**src/rtl/bcd_counter_mod.sv**
```systemverilog
// Multi-digit BCD up/down counter with programmable modulus, parallel load and 7-segment decode.
// done is the terminal-count carry that enables the next stage in a cascade.
`timescale 1ns/1ps
module bcd_counter_mod #(
  parameter int DIGITS    = 2,
  parameter int MODULUS   = 60,
  parameter int RESET_VAL = 0
) (
  input  logic                clk,
  input  logic                reset,
  input  logic                enable,
  input  logic                up,
  input  logic                load,
  input  logic [4*DIGITS-1:0] load_val,
  output logic [4*DIGITS-1:0] count_bcd,
  output logic [7*DIGITS-1:0] seg,
  output logic                done,
  output logic                load_err
);
  localparam int W = 4 * DIGITS;

  function automatic int pow10(input int n);
    int p;
    p = 1;
    for (int i = 0; i < n; i++) p = p * 10;
    return p;
  endfunction

  function automatic logic [15:0] to_bcd(input int v);
    logic [15:0] b;
    int r;
    b = '0;
    r = v;
    for (int i = 0; i < 4; i++) begin
      b[4*i +: 4] = 4'(r % 10);
      r = r / 10;
    end
    return b;
  endfunction

  function automatic logic [6:0] seg7(input logic [3:0] d);
    case (d)
      4'd0:    seg7 = 7'h3F;
      4'd1:    seg7 = 7'h06;
      4'd2:    seg7 = 7'h5B;
      4'd3:    seg7 = 7'h4F;
      4'd4:    seg7 = 7'h66;
      4'd5:    seg7 = 7'h6D;
      4'd6:    seg7 = 7'h7D;
      4'd7:    seg7 = 7'h07;
      4'd8:    seg7 = 7'h7F;
      4'd9:    seg7 = 7'h6F;
      default: seg7 = 7'h00;
    endcase
  endfunction

  if (DIGITS < 1 || DIGITS > 4) begin : g_bad_digits
    $error("bcd_counter_mod: DIGITS=%0d outside 1..4", DIGITS);
  end
  if (MODULUS < 2 || MODULUS > pow10(DIGITS)) begin : g_bad_modulus
    $error("bcd_counter_mod: MODULUS=%0d outside 2..10^DIGITS", MODULUS);
  end
  if (RESET_VAL < 0 || RESET_VAL >= MODULUS) begin : g_bad_reset_val
    $error("bcd_counter_mod: RESET_VAL=%0d not below MODULUS", RESET_VAL);
  end

  localparam logic [15:0]  MAX_BCD16 = to_bcd(MODULUS - 1);
  localparam logic [15:0]  RST_BCD16 = to_bcd(RESET_VAL);
  localparam logic [W-1:0] MAX_BCD   = MAX_BCD16[W-1:0];
  localparam logic [W-1:0] RST_BCD   = RST_BCD16[W-1:0];

  logic [W-1:0] inc_val;
  logic [W-1:0] dec_val;
  logic         carry;
  logic         borrow;
  logic         nibbles_ok;
  logic         load_ok;
  logic         at_max;
  logic         at_zero;

  always_comb begin
    inc_val    = count_bcd;
    dec_val    = count_bcd;
    carry      = 1'b1;
    borrow     = 1'b1;
    nibbles_ok = 1'b1;
    for (int i = 0; i < DIGITS; i++) begin
      if (carry) begin
        if (count_bcd[4*i +: 4] == 4'd9) begin
          inc_val[4*i +: 4] = 4'd0;
        end else begin
          inc_val[4*i +: 4] = count_bcd[4*i +: 4] + 4'd1;
          carry = 1'b0;
        end
      end
      if (borrow) begin
        if (count_bcd[4*i +: 4] == 4'd0) begin
          dec_val[4*i +: 4] = 4'd9;
        end else begin
          dec_val[4*i +: 4] = count_bcd[4*i +: 4] - 4'd1;
          borrow = 1'b0;
        end
      end
      if (load_val[4*i +: 4] > 4'd9) nibbles_ok = 1'b0;
    end
  end

  // With every nibble a legal digit, packed-BCD ordering equals decimal ordering.
  assign load_ok = nibbles_ok && (load_val <= MAX_BCD);
  assign at_max  = (count_bcd == MAX_BCD);
  assign at_zero = (count_bcd == '0);
  assign done    = enable & ~reset & ((up & at_max) | (~up & at_zero));

  always_ff @(posedge clk) begin
    if (reset) begin
      count_bcd <= RST_BCD;
      load_err  <= 1'b0;
    end else if (load) begin
      if (load_ok) count_bcd <= load_val;
      load_err <= ~load_ok;
    end else begin
      load_err <= 1'b0;
      if (enable) begin
        if (up) count_bcd <= at_max ? '0 : inc_val;
        else    count_bcd <= at_zero ? MAX_BCD : dec_val;
      end
    end
  end

  always_comb begin
    seg = '0;
    for (int i = 0; i < DIGITS; i++) seg[7*i +: 7] = seg7(count_bcd[4*i +: 4]);
  end

endmodule

```
**config.mk**
```make
export PLATFORM = sky130hd
export DESIGN_NAME = bcd_counter_mod
export DESIGN_NICKNAME = d
export VERILOG_FILES = /design/src/rtl/bcd_counter_mod.sv
export SDC_FILE = /design/constraint.sdc
export NUM_CORES = 1
export LEC_CHECK = 0
export ABC_CLOCK_PERIOD_IN_PS = 6300
export CAP_MARGIN = 20
export CORE_MARGIN = 3
export CORE_UTILIZATION = 40
export CTS_BUF_LIST = sky130_fd_sc_hd__clkbuf_8
export DETAILED_ROUTE_END_ITERATION = 6
export PLACE_DENSITY = 0.7
export SYNTH_ARGS = -nofsm -noshare
export SYNTH_HDL_FRONTEND = slang
export SYNTH_SLANG_ARGS = --single-unit
```
**constraint.sdc**
```tcl
create_clock -name clk -period 6.3 [get_ports clk]
set_input_delay 1.26 -clock clk [delete_from_list [all_inputs] [get_ports clk]]
set_output_delay 1.26 -clock clk [all_outputs]
set_load 0.02 [all_outputs]
```
==> flow_summary.yaml, run 1 <==
floorplanning:
  num_rows: 23
  die_h_um: 71.6
  start_util_pct: 42.1
  dieArea_um2: 5130
  boundaryPins: 37
  core_area_um2: 4090
  die_w_um: 71.6
clocking:
  cts-resized-gates: 0
  path_clk_slew_ps: 80
  cts_max_path_buffers: 2
  cts_tree: "yes"
  cts_setup_buffers: 0
  htreeDepth: 1
  hold_buffers: 0
  cts_buffers: 3
  clockRootBuffer: "clkbuf_8"
  clk_latency_ps: 260
  cts_sinks: 23
drt:
  vias: 1569
  antenna_left: 0
  viasPerCell: 5.56
  first_pass_iters: 4
  drc: 0
  wirelength_um: 4080
  wl_per_cell_um: 14.5
  first_iter_violations: 172
logic_synthesis:
  synth-edff-count: 0
  syn_nets: 229
  yosysTopAreaCellShare_pct: 26.7
  synth_commonest_cells: "dfxtp_1 (23), inv_1 (20), ha_1 (15), a21oi_1 (10), nor2_1 (10)"
  yosys_most_used_dff: "dfxtp_1"
  synth_area_um2: 1720
  synth.yosys.seq_area_share_pct: 26.7
  synthArstFlopShare_pct: 0
  synth.distinct_cells: 59
  yosysWarnings: 0
  yosysMostFrequentCell: "dfxtp_1"
  syn_area_per_cell_um2: 8.57
  ys_ff_latch: 23
  synthTopCellsByArea: "dfxtp_1 (27%), ha_1 (11%), inv_1 (4.4%)"
  yosys.area.top_type: "dfxtp_1"
  netlist_instances: 201
place:
  hpwl_um: 3040
  gp_congestion: 0.882
  io_buffers: 36
sta:
  finalCritPeriodShare_pct: 71.4
  timing.slew.headroom_pct: 48.4
  tightestPinTransition_ps: 765
  max_freq_mhz: 222
  fin_setup_tns_ps: 0
  skew_ps: 2.89
  finalSetupViolCount: 0
  min_period_ps: 4500
  slew_violations: 0
  rsz0062_at_grt: "no"
  fin_hold_ws_ps: 671
  hold_viol: 0
cells_and_area:
  drive_gt1_share_pct: 8.19
  num_antenna_cells: 0
  nNetsFinal: 261
  syn_to_final_growth_pct: 25.1
  fillers: 397
critical_path:
  arrival_ps: 3240
  cp_data_required_time_ps: 5040
  endpoint_kind: "primary output"
  crit_path_max_fanout: 12
  start_kind: "input port"
  path_class: "input port to primary output"
hold_path:
  hp-class: "flop to flop"
global_route:
  grt_pass1_vias: 1475
  grt_max_degree: 16
  grt_first_pass_wirelength_um: 7070
  antenna_found_initial: 0
  grt.overflow.total: 0
  grt_use_total_pct: 16.8
power_and_ir_drop:
  pwr_density_cell_nw_per_um2: 195
  peakVddDrop_v: 0.000161
  leakagePower_nw: 0.859
outcome:
  status: "completed"
flow_run:
  maxCapViolCount: 0
[cell type report]
class                   instances  area [um^2]  area share (%)
multi-input cells             147         1140            52.9
repair buffers                 37          368            17.1
flip-flops and latches         23          460            21.4
inverters                      21         78.8            3.66
clock buffers                   3         41.3            1.92
clock inverters                 1         3.75           0.174
well taps                      50         62.6            2.91
[routing by layer]
metal	GRT usage, %	share of wire (%)	vias up
met1	26.1	52	729
met2	24.1	43	35
met3	2.52	4.5	4
met4	3.76	0.73	0
met5	0	0	-
li1	-	-	801
[state kept, by name (all words and copies together), names as in the netlist]
| name | cells |
|---|---|
| load_err | 1 |
| count_bcd | 8 |
| seg | 14 |
[worst max-delay path: stages]
cell             delay [ps]
clkdlybuf4s50_1         720
and3_1                  230
a31oi_1                  50
nor4_1                  290
clkdlybuf4s50_1         690
[logic make-up after synthesis]
kind of cell             count (synthesis)  synth area share, %
AO/OA/AOI/OAI                           59                 28.4
XOR/XNOR                                 2                 1.02
adder cells (fa/ha/maj)                 15                 10.9
buffers and inverters                   31                 7.12
flip-flops                              23                 26.7
multiplexers                             6                 3.56
AND/OR/NAND/NOR                         65                 22.2
[power by group]
| part | switching [mW] | internal, mW | total, mW |
|---|---|---|---|
| registers | 0.0150 | 0.162 | 0.177 |
| logic | 0.0821 | 0.0724 | 0.155 |
| clock network | 0.0453 | 0.0434 | 0.0887 |
| total | 0.142 | 0.278 | 0.420 |
[placed cells by master (no fill, tap or decap), types with 3 or more instances in the layout]
master and instances:
ha_1 15, o311ai_0 3, o211ai_1 3, nor2_1 10, a21boi_0 3, mux2i_1 5, nand2b_1 4, o22ai_1 7
a21o_1 5, a211oi_1 3, nand3_1 8, or3_1 6, inv_1 21, dfxtp_1 23, clkdlybuf4s50_1 36, a21oi_1 10
nor4_1 4, clkbuf_8 3, nand2_1 9, nor3_1 4
[per-stage QoR]
step	power, mW	worst slack (ps)	std cells	cell area (um^2)	util [%]
2_1_floorplan	0.276	2780	201	1720	-
3_3_place_gp	0.334	1870	278	2110	51.6
3_5_place_dp	0.335	1810	278	2110	51.6
4_1_cts	0.423	1810	282	2150	52.7
5_1_grt	0.448	1740	282	2150	52.7
6_report	0.420	1800	282	2150	52.7
[path summary, 6_finish.rpt]
kind                     start           end  slack (ps)  depth (start not counted)
setup / recovery            up          done        1800                          5
hold / removal    count_bcd[4]  count_bcd[4]         670                          1
setup reg to reg  count_bcd[1]       seg[12]        3520                          9
hold reg to reg   count_bcd[4]  count_bcd[4]         670                          1
Power figures use the tool's default switching activity.
==> run 2, diff against run 1 <==
--- a/config.mk
+++ b/config.mk
@@ -5,7 +5,7 @@
 export SDC_FILE = /design/constraint.sdc
 export NUM_CORES = 1
 export LEC_CHECK = 0
-export ABC_CLOCK_PERIOD_IN_PS = 6300
+export ABC_CLOCK_PERIOD_IN_PS = 4600
 export CAP_MARGIN = 20
 export CORE_MARGIN = 3
 export CORE_UTILIZATION = 40
==> constraint.sdc (replaced) <==
create_clock -name clk -period 4.6 [get_ports clk]
set_input_delay 0.92 -clock clk [delete_from_list [all_inputs] [get_ports clk]]
set_output_delay 0.92 -clock clk [all_outputs]
set_load 0.02 [all_outputs]
==> run 2 against run 1 <==
- count of clock-buffer cells in the layout unchanged
- critical endpoint unchanged
- non-clock buffer count unchanged
- utilization did not move
- register-to-register slack worse by 1700 ps
- combinational power rose by 37%
- sequential share of layout area is the same
- power rose by 37%
- worst setup slack got worse by 960 ps
==> flow_summary.yaml, run 2 (same netlist as run 1, synthesis figures left out) <==
critical_path:
  path_class: "input port to primary output"
  endpoint_kind: "primary output"
  arrival_ps: 2840
  crit_path_max_fanout: 12
  start_kind: "input port"
  cp_data_required_time_ps: 3680
  r2r_cells: 9
drt:
  drc: 0
  first_pass_iters: 4
  viasPerCell: 5.58
  wl_per_cell_um: 14.6
  wirelength_um: 4110
  first_iter_violations: 144
  antenna_left: 0
  vias: 1574
floorplanning:
  boundaryPins: 37
  dieArea_um2: 5130
  num_rows: 23
  core_area_um2: 4090
  die_h_um: 71.6
  start_util_pct: 42.1
  die_w_um: 71.6
sta:
  fin_hold_ws_ps: 676
  hold_viol: 0
  max_freq_mhz: 266
  fin_setup_tns_ps: 0
  timing.slew.headroom_pct: 49.0
  slew_violations: 0
  finalCritPeriodShare_pct: 81.8
  skew_ps: 2.19
  min_period_ps: 3760
  tightestPinTransition_ps: 755
  rsz0062_at_grt: "no"
  layout_setup_ws_ps: 837
  finalSetupViolCount: 0
clocking:
  cts_max_path_buffers: 2
  cts-resized-gates: 0
  cts_buffers: 3
  clk_latency_ps: 260
  cts_sinks: 23
  cts_tree: "yes"
  path_clk_slew_ps: 80
  clockRootBuffer: "clkbuf_8"
  htreeDepth: 1
  hold_buffers: 0
  cts_setup_buffers: 0
power_and_ir_drop:
  p_sw_uw: 195
  p_int_uw: 381
  pwr_density_cell_nw_per_um2: 267
  leakagePower_nw: 0.859
  peakVddDrop_v: 0.000203
  power_frac_comb_pct: 36.8
  power_frac_seq_pct: 42.1
  p_sw_share_pct: 33.9
  power_uw: 576
  power.share.clock_pct: 21.1
hold_path:
  hp-class: "flop to flop"
  hold_depth: 1
global_route:
  antenna_found_initial: 0
  grt.overflow.total: 0
  grt_pass1_vias: 1484
  grt_max_degree: 16
  grt_use_total_pct: 16.5
  grt_first_pass_wirelength_um: 6990
cells_and_area:
  layout_common_cells: "clkdlybuf4s50_1 (36), dfxtp_1 (23), inv_1 (21), ha_1 (15)"
  syn_to_final_growth_pct: 25.1
  nNetsFinal: 261
  fillers: 381
  multi_input_area_um2: 1140
  final-seq-area_um2: 460
  drive_gt1_share_pct: 8.19
  fin_util_pct: 52.7
  final_common_cell: "clkdlybuf4s50_1"
  finish.instance_area_um2: 2150
  num_antenna_cells: 0
  instances_no_fill: 282
  largest_reg_flops: 14
place:
  post-place-cells: 278
  hpwl_um: 3050
  placed_area_um2: 2110
  gp_congestion: 0.841
  io_buffers: 36
  pre_cts_slack_ps: 717
outcome:
  status: "completed"
flow_run:
  maxCapViolCount: 0
[run 2: cell type report]
class	instances	share of cell area (%)
clock buffer	3	1.92
multi-input combinational	147	52.9
sequential	23	21.4
tap	50	2.91
inverter	21	3.66
timing repair buffer	37	17.1
clock inverter	1	0.174
[run 2: power groups by stage]
stage | Combinational (mW) | Sequential [mW] | Clock (mW)
after detailed placement | 0.211 | 0.247 | 0
after CTS | 0.212 | 0.242 | 0.126
after global placement | 0.210 | 0.247 | 0
after global routing | 0.231 | 0.246 | 0.135
after floorplan | 0.111 | 0.266 | 0
final | 0.212 | 0.243 | 0.121
[run 2: worst paths after layout]
kind	to	slack, ps	start
worst min-delay path	count_bcd[4]	680	count_bcd[4]
worst max-delay path	done	840	up
worst max register to register	seg[12]	1810	count_bcd[1]
worst min register to register	count_bcd[4]	680	count_bcd[4]
[run 2: routing by layer]
layer	share of wire, %	GRT usage [%]
met1	49	25.0
met2	45	24.4
met3	5.9	1.96
met4	0.56	5.01
met5	0	0
[run 2: worst max-delay path, cell delays in order]
cell and delay [ps]:
clkdlybuf4s50_1 700, and3_1 220, a31oi_1 50, nor4_1 270, clkdlybuf4s50_1 680
